===== src/rtl/mem_arb_pkg.sv =====
// Shared types and bus widths for the data-memory port arbiter.
package mem_arb_pkg;

    localparam int unsigned DATA_W = 32;
    localparam int unsigned ADDR_W = 32;
    localparam int unsigned BE_W   = 4;

    typedef enum logic {
        CPU_PRI = 1'b0,
        ACC_PRI = 1'b1
    } arb_state_t;

endpackage


===== src/rtl/mem_port_arbiter_if.sv =====
// Accelerator/DMA req/gnt bus: the master issues requests, the arbiter is the slave.
interface mem_port_arbiter_if;
    import mem_arb_pkg::*;

    logic              acc_req;
    logic [BE_W-1:0]   acc_we;
    logic [ADDR_W-1:0] acc_addr;
    logic [DATA_W-1:0] acc_wdata;
    logic              acc_gnt;
    logic              acc_rvalid;
    logic [DATA_W-1:0] acc_rdata;

    modport master (
        output acc_req, acc_we, acc_addr, acc_wdata,
        input  acc_gnt, acc_rvalid, acc_rdata
    );

    modport slave (
        input  acc_req, acc_we, acc_addr, acc_wdata,
        output acc_gnt, acc_rvalid, acc_rdata
    );

endinterface


===== src/rtl/mem_arb_sat_cnt.sv =====
// Saturating up-counter with synchronous clear; en low freezes the count.
module mem_arb_sat_cnt #(
    parameter int unsigned   W   = 4,
    parameter logic [W-1:0]  MAX = '1
) (
    input  logic         clk,
    input  logic         rst,
    input  logic         en,
    input  logic         clr,
    input  logic         inc,
    output logic [W-1:0] q
);

    always_ff @(posedge clk) begin
        if (rst) begin
            q <= '0;
        end else if (en) begin
            if (clr) begin
                q <= '0;
            end else if (inc && (q != MAX)) begin
                q <= q + 1'b1;
            end
        end
    end

endmodule


===== src/rtl/mem_port_arbiter.sv =====
// Arbitrates the data-memory port between the CPU X stage and an accelerator.
// Optional performance counters are built when MEM_ARB_PERF_CNT_EN is defined.
module mem_port_arbiter
    import mem_arb_pkg::*;
#(
    parameter int unsigned ACC_WAIT_MAX  = 4,
    parameter int unsigned ACC_BURST_MAX = 8,
    parameter int unsigned CNT_W         = 16
) (
    input  logic              clk,
    input  logic              rst,
    input  logic              en,
    output logic              cpu_en,
    input  logic              cpu_read_en,
    input  logic [BE_W-1:0]   cpu_write_en,
    input  logic [ADDR_W-1:0] cpu_addr,
    input  logic [DATA_W-1:0] cpu_wdata,
    output logic [DATA_W-1:0] cpu_rdata,
    mem_port_arbiter_if.slave acc,
    output logic              mem_read_en,
    output logic [BE_W-1:0]   mem_write_en,
    output logic [ADDR_W-1:0] mem_addr,
    output logic [DATA_W-1:0] mem_write_data,
    input  logic [DATA_W-1:0] mem_read_data,
    output logic [CNT_W-1:0]  perf_cpu_stall,
    output logic [CNT_W-1:0]  perf_acc_gnt
);

    localparam int unsigned WAIT_W  = $clog2(ACC_WAIT_MAX + 1);
    localparam int unsigned BURST_W = $clog2(ACC_BURST_MAX + 1);
    localparam logic [WAIT_W-1:0]  WAIT_LAST = WAIT_W'(ACC_WAIT_MAX - 1);
    localparam logic [BURST_W-1:0] BURST_LIM = BURST_W'(ACC_BURST_MAX);

    arb_state_t        state;
    logic [WAIT_W-1:0]  wait_cnt;
    logic [BURST_W-1:0] burst_cnt;
    logic [DATA_W-1:0] hold_reg;
    logic              cpu_rd_last;
    logic              acc_rvalid_q;

    logic cpu_req, cpu_win, acc_win, cpu_gnt, acc_gnt;
    logic wait_clr, wait_inc, burst_clr, burst_inc;
    logic to_acc, to_cpu;

    assign cpu_req = cpu_read_en | (|cpu_write_en);

    always_comb begin
        cpu_win   = 1'b0;
        acc_win   = 1'b0;
        wait_clr  = 1'b0;
        wait_inc  = 1'b0;
        burst_clr = 1'b0;
        burst_inc = 1'b0;
        to_acc    = 1'b0;
        to_cpu    = 1'b0;
        case (state)
            CPU_PRI: begin
                if (cpu_req && acc.acc_req) begin
                    if (wait_cnt < WAIT_LAST) begin
                        cpu_win  = 1'b1;
                        wait_inc = 1'b1;
                    end else begin
                        // burst_cnt is always 0 in CPU_PRI, so incrementing loads 1
                        acc_win   = 1'b1;
                        wait_clr  = 1'b1;
                        burst_inc = 1'b1;
                        to_acc    = 1'b1;
                    end
                end else if (acc.acc_req) begin
                    acc_win  = 1'b1;
                    wait_clr = 1'b1;
                end else begin
                    cpu_win  = cpu_req;
                    wait_clr = 1'b1;
                end
            end
            ACC_PRI: begin
                if (acc.acc_req && ((burst_cnt < BURST_LIM) || !cpu_req)) begin
                    acc_win   = 1'b1;
                    burst_inc = 1'b1;
                end else begin
                    cpu_win   = cpu_req;
                    burst_clr = 1'b1;
                    to_cpu    = 1'b1;
                end
            end
            default: ;
        endcase
    end

    assign cpu_gnt = en & cpu_win;
    assign acc_gnt = en & acc.acc_req & acc_win;
    assign cpu_en  = en & ~(cpu_req & ~cpu_gnt);

    always_comb begin
        mem_read_en    = 1'b0;
        mem_write_en   = '0;
        mem_addr       = '0;
        mem_write_data = '0;
        if (cpu_gnt) begin
            mem_read_en    = cpu_read_en;
            mem_write_en   = cpu_write_en;
            mem_addr       = cpu_addr;
            mem_write_data = cpu_wdata;
        end else if (acc_gnt) begin
            mem_read_en    = ~(|acc.acc_we);
            mem_write_en   = acc.acc_we;
            mem_addr       = acc.acc_addr;
            mem_write_data = acc.acc_wdata;
        end
    end

    always_ff @(posedge clk) begin
        if (rst) begin
            state        <= CPU_PRI;
            hold_reg     <= '0;
            cpu_rd_last  <= 1'b0;
            acc_rvalid_q <= 1'b0;
        end else if (en) begin
            if (to_acc) begin
                state <= ACC_PRI;
            end else if (to_cpu) begin
                state <= CPU_PRI;
            end
            cpu_rd_last  <= cpu_gnt & cpu_read_en;
            acc_rvalid_q <= acc_gnt & ~(|acc.acc_we);
            if (cpu_rd_last) begin
                hold_reg <= mem_read_data;
            end
        end
    end

    // Stall cycles only ever show the last CPU load word, never accelerator data.
    assign cpu_rdata      = cpu_rd_last ? mem_read_data : hold_reg;
    assign acc.acc_gnt    = acc_gnt;
    assign acc.acc_rvalid = acc_rvalid_q;
    assign acc.acc_rdata  = acc_rvalid_q ? mem_read_data : '0;

    mem_arb_sat_cnt #(.W(WAIT_W)) u_wait_cnt (
        .clk (clk), .rst (rst), .en (en),
        .clr (wait_clr), .inc (wait_inc), .q (wait_cnt)
    );

    mem_arb_sat_cnt #(.W(BURST_W), .MAX(BURST_LIM)) u_burst_cnt (
        .clk (clk), .rst (rst), .en (en),
        .clr (burst_clr), .inc (burst_inc), .q (burst_cnt)
    );

`ifdef MEM_ARB_PERF_CNT_EN
    mem_arb_sat_cnt #(.W(CNT_W)) u_perf_cpu_stall (
        .clk (clk), .rst (rst), .en (1'b1),
        .clr (1'b0), .inc (en & cpu_req & ~cpu_gnt), .q (perf_cpu_stall)
    );

    mem_arb_sat_cnt #(.W(CNT_W)) u_perf_acc_gnt (
        .clk (clk), .rst (rst), .en (1'b1),
        .clr (1'b0), .inc (acc_gnt), .q (perf_acc_gnt)
    );
`else
    assign perf_cpu_stall = '0;
    assign perf_acc_gnt   = '0;
`endif

endmodule

===== src/flat_wrapper.sv =====
// flat-port wrapper written by rule: the top's interface ports become plain ports
module mem_port_arbiter_flat import mem_arb_pkg::*;
#(
    parameter int unsigned ACC_WAIT_MAX  = 4,
    parameter int unsigned ACC_BURST_MAX = 8,
    parameter int unsigned CNT_W         = 16
)
  (clk, rst, en, cpu_en, cpu_read_en, cpu_write_en, cpu_addr, cpu_wdata, cpu_rdata, mem_read_en, mem_write_en, mem_addr, mem_write_data, mem_read_data, perf_cpu_stall, perf_acc_gnt, acc_acc_req, acc_acc_we, acc_acc_addr, acc_acc_wdata, acc_acc_gnt, acc_acc_rvalid, acc_acc_rdata);
  mem_port_arbiter_if acc_i ();
  input  logic clk;
  input  logic rst;
  input  logic en;
  output logic cpu_en;
  input  logic cpu_read_en;
  input  logic [BE_W-1:0] cpu_write_en;
  input  logic [ADDR_W-1:0] cpu_addr;
  input  logic [DATA_W-1:0] cpu_wdata;
  output logic [DATA_W-1:0] cpu_rdata;
  output logic mem_read_en;
  output logic [BE_W-1:0] mem_write_en;
  output logic [ADDR_W-1:0] mem_addr;
  output logic [DATA_W-1:0] mem_write_data;
  input  logic [DATA_W-1:0] mem_read_data;
  output logic [CNT_W-1:0] perf_cpu_stall;
  output logic [CNT_W-1:0] perf_acc_gnt;
  input wire logic [$bits(acc_i.acc_req)-1:0] acc_acc_req;
  input wire logic [$bits(acc_i.acc_we)-1:0] acc_acc_we;
  input wire logic [$bits(acc_i.acc_addr)-1:0] acc_acc_addr;
  input wire logic [$bits(acc_i.acc_wdata)-1:0] acc_acc_wdata;
  output wire logic [$bits(acc_i.acc_gnt)-1:0] acc_acc_gnt;
  output wire logic [$bits(acc_i.acc_rvalid)-1:0] acc_acc_rvalid;
  output wire logic [$bits(acc_i.acc_rdata)-1:0] acc_acc_rdata;
  assign acc_i.acc_req = acc_acc_req;
  assign acc_i.acc_we = acc_acc_we;
  assign acc_i.acc_addr = acc_acc_addr;
  assign acc_i.acc_wdata = acc_acc_wdata;
  assign acc_acc_gnt = acc_i.acc_gnt;
  assign acc_acc_rvalid = acc_i.acc_rvalid;
  assign acc_acc_rdata = acc_i.acc_rdata;
  mem_port_arbiter #(.ACC_WAIT_MAX(ACC_WAIT_MAX), .ACC_BURST_MAX(ACC_BURST_MAX), .CNT_W(CNT_W)) u_core (.clk(clk), .rst(rst), .en(en), .cpu_en(cpu_en), .cpu_read_en(cpu_read_en), .cpu_write_en(cpu_write_en), .cpu_addr(cpu_addr), .cpu_wdata(cpu_wdata), .cpu_rdata(cpu_rdata), .acc(acc_i), .mem_read_en(mem_read_en), .mem_write_en(mem_write_en), .mem_addr(mem_addr), .mem_write_data(mem_write_data), .mem_read_data(mem_read_data), .perf_cpu_stall(perf_cpu_stall), .perf_acc_gnt(perf_acc_gnt));
endmodule

===== config.mk =====
export PLATFORM = sky130hd
export DESIGN_NAME = mem_port_arbiter_flat
export DESIGN_NICKNAME = d
export VERILOG_FILES = /design/src/rtl/mem_arb_pkg.sv /design/src/rtl/mem_port_arbiter_if.sv /design/src/rtl/mem_arb_sat_cnt.sv /design/src/rtl/mem_port_arbiter.sv /design/src/flat_wrapper.sv
export SDC_FILE = /design/constraint.sdc
export NUM_CORES = 1
export LEC_CHECK = 0
export CORE_AREA = 2 2 132 134
export DETAILED_ROUTE_END_ITERATION = 16
export DIE_AREA = 0 0 134 136
export RECOVER_POWER = 50
export SETUP_SLACK_MARGIN = 0.05
export SLEW_MARGIN = 20
export SYNTH_ARGS = -nofsm -noshare
export SYNTH_HDL_FRONTEND = slang
export SYNTH_SLANG_ARGS = --single-unit

===== constraint.sdc =====
create_clock -name clk -period 2.35 [get_ports clk]
set_input_delay 0.47 -clock clk [delete_from_list [all_inputs] [get_ports clk]]
set_output_delay 0.47 -clock clk [all_outputs]
set_load 0.005 [all_outputs]

### Word level (Yosys, flattened, before mapping)

Cells that the tools add are included.

| word-level totals | value |
|---|---|
| logic and storage cells | 73 |
| output and inout bits | 168 |
| register bits after elaboration | 42 |
| input port bits | 173 |

| cells by class | value |
|---|---|
| reduce and logical (&&, ||, !) cells | 14 |
| magnitude comparators | 2 |
| bitwise gates (word level) | 12 |
| eq/ne operators | 2 |
| $add $sub $neg | 2 |
| mux-type cells | 35 |

Operator list:

| cell | count |
|---|---|
| 32-bit two-way mux | 6 |
| 1-bit two-way mux | 20 |
| 4-bit two-way mux | 4 |
| 4-bit OR reduction | 2 |
| 1-bit bitwise AND | 7 |
| 3-bit two-way mux | 2 |
| 1-bit case mux with 2 select lines | 3 |
| 2-bit AND reduction | 3 |
| 2-bit nonzero test | 3 |
| 4-bit by 1-bit adder with 4-bit output, second input constant | 1 |
| 1-bit logical AND | 4 |
| 4-bit < comparator, second input constant | 1 |
| 4-bit inequality test, second input constant | 1 |
| 1-bit NOT | 4 |
| 3-bit by 1-bit adder with 3-bit output, second input constant | 1 |
| 3-bit by 2-bit < comparator with 1-bit output, second input constant | 1 |
| 3-bit inequality test, second input constant | 1 |
| 1-bit logical NOT | 1 |
| 1-bit logical OR | 1 |
| 1-bit OR | 1 |

### Logic depth before layout (Yosys ltp)

| logic depth | value |
|---|---|
| depth after elaboration | 12 |
| gate-level depth with buffers | 8 |
| gate-level depth less buffers | 6 |

### By module

From an unflattened synthesis, not the netlist that was laid out.

| unflattened totals | value |
|---|---|
| cells, all modules | 527 |
| area, all modules | 3703.6 um^2 |

By module, submodules not included:

| module | area each (um^2) | seq. area each (um^2) | times used | cells an instance |
|---|---|---|---|---|
| mem_port_arbiter | 3293.2 | 700.7 | 1 | 480 |
| mem_arb_sat_cnt (u_core.u_burst_cnt) | 237.7 | 80.1 | 1 | 29 |
| mem_arb_sat_cnt (u_core.u_wait_cnt) | 172.7 | 60.1 | 1 | 18 |

### Least setup slack after synthesis

OpenSTA, ideal clock, no wires.

| timing path | value |
|---|---|
| kind | in2out |
| start | input cpu_write_en[0] |
| end | output mem_write_data[23] |
| arrival time | 2021 ps |
| path slack | -141 ps |
| stages on the path | 7 |
| required time | 1880 ps |
| path buffers | 3 |
| cells stage by stage | or4_4 or2_4 o211a_1 clkbuf_1 buf_6 buf_2 a22o_2 |

| between the ends | value |
|---|---|
| cells in the longest elaborated chain, start to end | 10 |
| elaborated cells on any way between the ends | 17 |
| those cells by class | 9 x mux; 3 x bitwise; 5 x reduce/logical |

RTL lines:

| what | line | text |
|---|---|---|
| start, declared | flat_wrapper.sv:15 | `input logic [BE_W-1:0] cpu_write_en;` |
| 4-bit OR reduction * | mem_port_arbiter.sv:45 | `assign cpu_req = cpu_read_en \| (\|cpu_write_en);` |
| 1-bit OR * | mem_port_arbiter.sv:45 |  |
| 1-bit logical NOT | mem_port_arbiter.sv:78 | `if (acc.acc_req && ((burst_cnt < BURST_LIM) \|\| !cpu_req)) begin` |
| 1-bit logical OR | mem_port_arbiter.sv:78 |  |
| 1-bit logical AND | mem_port_arbiter.sv:78 |  |
| 1-bit two-way mux | mem_port_arbiter.sv:78 |  |
| 1-bit case mux with 2 select lines | mem_port_arbiter.sv:56 | `case (state)` |
| 1-bit bitwise AND | mem_port_arbiter.sv:92 | `assign acc_gnt = en & acc.acc_req & acc_win;` |
| 32-bit two-way mux | mem_port_arbiter.sv:105 | `end else if (acc_gnt) begin` |
| 32-bit two-way mux * | mem_port_arbiter.sv:100 | `if (cpu_gnt) begin` |
| end, declared | flat_wrapper.sv:22 | `output logic [DATA_W-1:0] mem_write_data;` |

Mark *: on every way between the ends. The rest lies on a longest branch, timed or not.

### Final worst setup path

| timing path | value |
|---|---|
| start | input cpu_write_en[1] |
| end | output mem_write_data[9] |

The elaborated chain is that of the path after synthesis.

==> flow_summary.ini <==
[timing]
clock.fmax_mhz = 347
finalHoldViolCount = 0
period_share_pct = 123
drv_slew = 0
final.setup_skew_ps = 2.73
slew_headroom_pct = 45.0
tns_ps = -29960
fin_crit_ps = 2880
setup_ws_ps = -531
hold_slack_ps = 478
setup_viol_count_final = 70
rsz0062_at_grt = yes
tightest_slew_ps = 825

[critical_path]
slowest_delay_ps = 520
endpoint_kind = primary output
worstPathCellList = buf_8 -> or4_4 -> or2_4 -> a211oi_4 -> buf_4 -> buf_12 -> buf_12 -> buf_12 -> buf_6 -> a22o_1 -> buf_2
crit_path_top_delay_cell = or4_4
critPathKind = input port to primary output
rr_startpoint = u_core.u_wait_cnt.q[1]
crit_path_start_kind = input port
worstReg2RegEnd = u_core.cpu_rd_last
crit_path_frequent_cell = buf_12
ff2ff_setup_slack_ps = 400
r2r_cells = 8
startpoint = cpu_write_en[1]
critPathRequiredTime_ps = 1880
worstPathMaxFanout = 5
worst_ep_arrival_time_ps = 2410

[route]
viasPerCell = 4.36
drt-total-wl_mm = 18.8
vias = 4293
drt-initial-drc-count = 157
drtPass1Iterations = 4
drc_errors = 0
post_drt_wl_per_cell_um = 19.1
ant_nets = 0

[placement]
place_inst = 950
preCtsSetupSlack_ps = -1220
place_area_um2 = 6740
place_congestion = 0.820
dpl.hpwl_mm = 14.1
io_buffers = 308

[clock_network]
cts.sinks = 42
clk_path_buf_depth = 2
cts_max_level = 2
root_buffer = clkbuf_16
insertion_delay_ps = 290
cts_tree = built
cts_buffers = 5
cts.clk_slew.worst_paths_ps = 60

[die]
core_um2 = 16900
fp-row-count = 48
die_h_um = 136
chipWidth_um = 134
start_util_pct = 19.6
dieArea_um2 = 18200
top_level_ports = 341

[run_status]
violations = negative setup slack
run_status = finished with violations

[yosys]
ys_seq_elements = 42
seq_area_frac_synth_pct = 25.4
syn_area_um2 = 3310
synth.most_common_cell = nor2_1
synth_common_cells = 75 x nor2_1, 59 x a22o_1, 42 x dfxtp_1
synth.distinct_cells = 41
async_flop_share_pct = 0
synth_edf_count = 0
synth_area_per_cell_um2 = 8.08
postSynthCellCount = 410
synth_area_leaders = dfxtp_1 25%, a22o_1 16%, mux2_2 11%
synth_top_area_share_pct = 25.4
synth_warnings = 0
synth_top_area_cell = dfxtp_1
synth-main-ff-cell = dfxtp_1

[cells_and_area]
fin_area_um2 = 7190
nNetsFinal = 935
num-fill-cells = 1709
finalNonFillerCells = 985
area_growth_syn_to_layout_pct = 117
largest_reg_flops = 32
drive_above_1_share_pct = 27.5
utilization_pct = 42.6

[global_route]
overflow = 0
antenna_found_initial = 4
first_global_vias = 4130
grt_usage_pct = 19.1
grt_max_degree = 39
grt_pass1_wl_mm = 26.1

[power]
p_total_mw = 2.49
vdd_drop_max_v = 0.000295
p_per_area_nw_per_um2 = 347
p_leak_nw = 3.18

[worst_hold_path]
hold_depth = 2
hp-start = u_core.hold_reg[29]
whs_endpoint = u_core.hold_reg[29]
hold_class = register to register

[flow_run]
max_cap_viol_count = 0
## kinds of logic after synthesis
group           count (synthesis)  synth area share (%)
other cells                     1                 0.113
mux                            35                  11.8
compound gates                 89                  23.3
fa+ha+maj                       4                  1.51
simple gates                  165                  24.0
flops                          42                  25.4
buf+inv                        74                  13.9
## placed cells by master (no fill, tap or decap), drive strengths merged, types with 2 or more instances in the layout
master / netlist / final
mux2i: 2 / 2
clkdlybuf4s50: 0 / 229
nand2b: 2 / 2
a21o: 2 / 2
dfxtp: 42 / 42
mux2: 33 / 33
nor4: 2 / 2
conb: 1 / 32
a21oi: 4 / 4
ha: 4 / 4
o21ai: 4 / 4
buf: 42 / 139
o31ai: 2 / 2
dlygate4sd2: 0 / 3
o211a: 2 / 2
nor3: 36 / 36
nor2: 75 / 75
inv: 6 / 6
clkbuf: 26 / 12
a22o: 68 / 68
and2: 32 / 32
nand2: 10 / 10
## power by group
group / internal, mW / switching (mW) / total (mW)
clock network: 0.502 / 0.291 / 0.792
logic: 0.580 / 0.347 / 0.927
registers: 0.753 / 0.0203 / 0.773
## per-layer routing
metal  vias to the layer above  routed length, um  track usage, %
li1                       2090                  -               -
met1                      1976               7230            21.7
met2                       204               9580            35.0
met3                        17               1710            5.82
met4                         6                241            4.55
met5                         -                 34               0
## worst max-delay path, delay by kind of cell
kind | cells | cell delay [ps]
AO/OA/AOI/OAI | 2 | 350
AND/OR/NAND/NOR | 2 | 780
buffers and inverters | 7 | 800
## what timing repair did
action / CTS / global route
hold buffers: 0 / 0
gates cloned: 6 / 3
gates resized for setup: 353 / 19
endpoints found under the setup margin: 75 / 73
hold endpoints to repair: 0 / 0
setup buffers: 19 / 5
pin swaps: 11 / 18
## worst max-delay path by stage
| stage | to | slack (ps) | depth (start not counted) |
|---|---|---|---|
| final | mem_write_data[9] | -530 | 11 |
| after global routing | mem_write_data[9] | -590 | 11 |
| after CTS | mem_write_data[9] | -570 | 11 |
| after detailed placement | mem_addr[11] | -1220 | 7 |
| after global placement | mem_addr[6] | -1220 | 7 |
| after floorplan | mem_write_data[23] | -140 | 5 |
## cell type report
class	instances	area, um2	share of cell area (%)
Inverter	6	22.5	0.313
Tap cell	225	282	3.91
Clock buffer	6	129	1.79
Sequential cell	42	842	11.7
Multi-Input combinational cell	325	2250	31.2
Clock inverter	2	37.5	0.522
Antenna cell	1	2.50	0.0348
Timing Repair Buffer	378	3630	50.5
No activity file was read; power rests on OpenSTA's default activity.
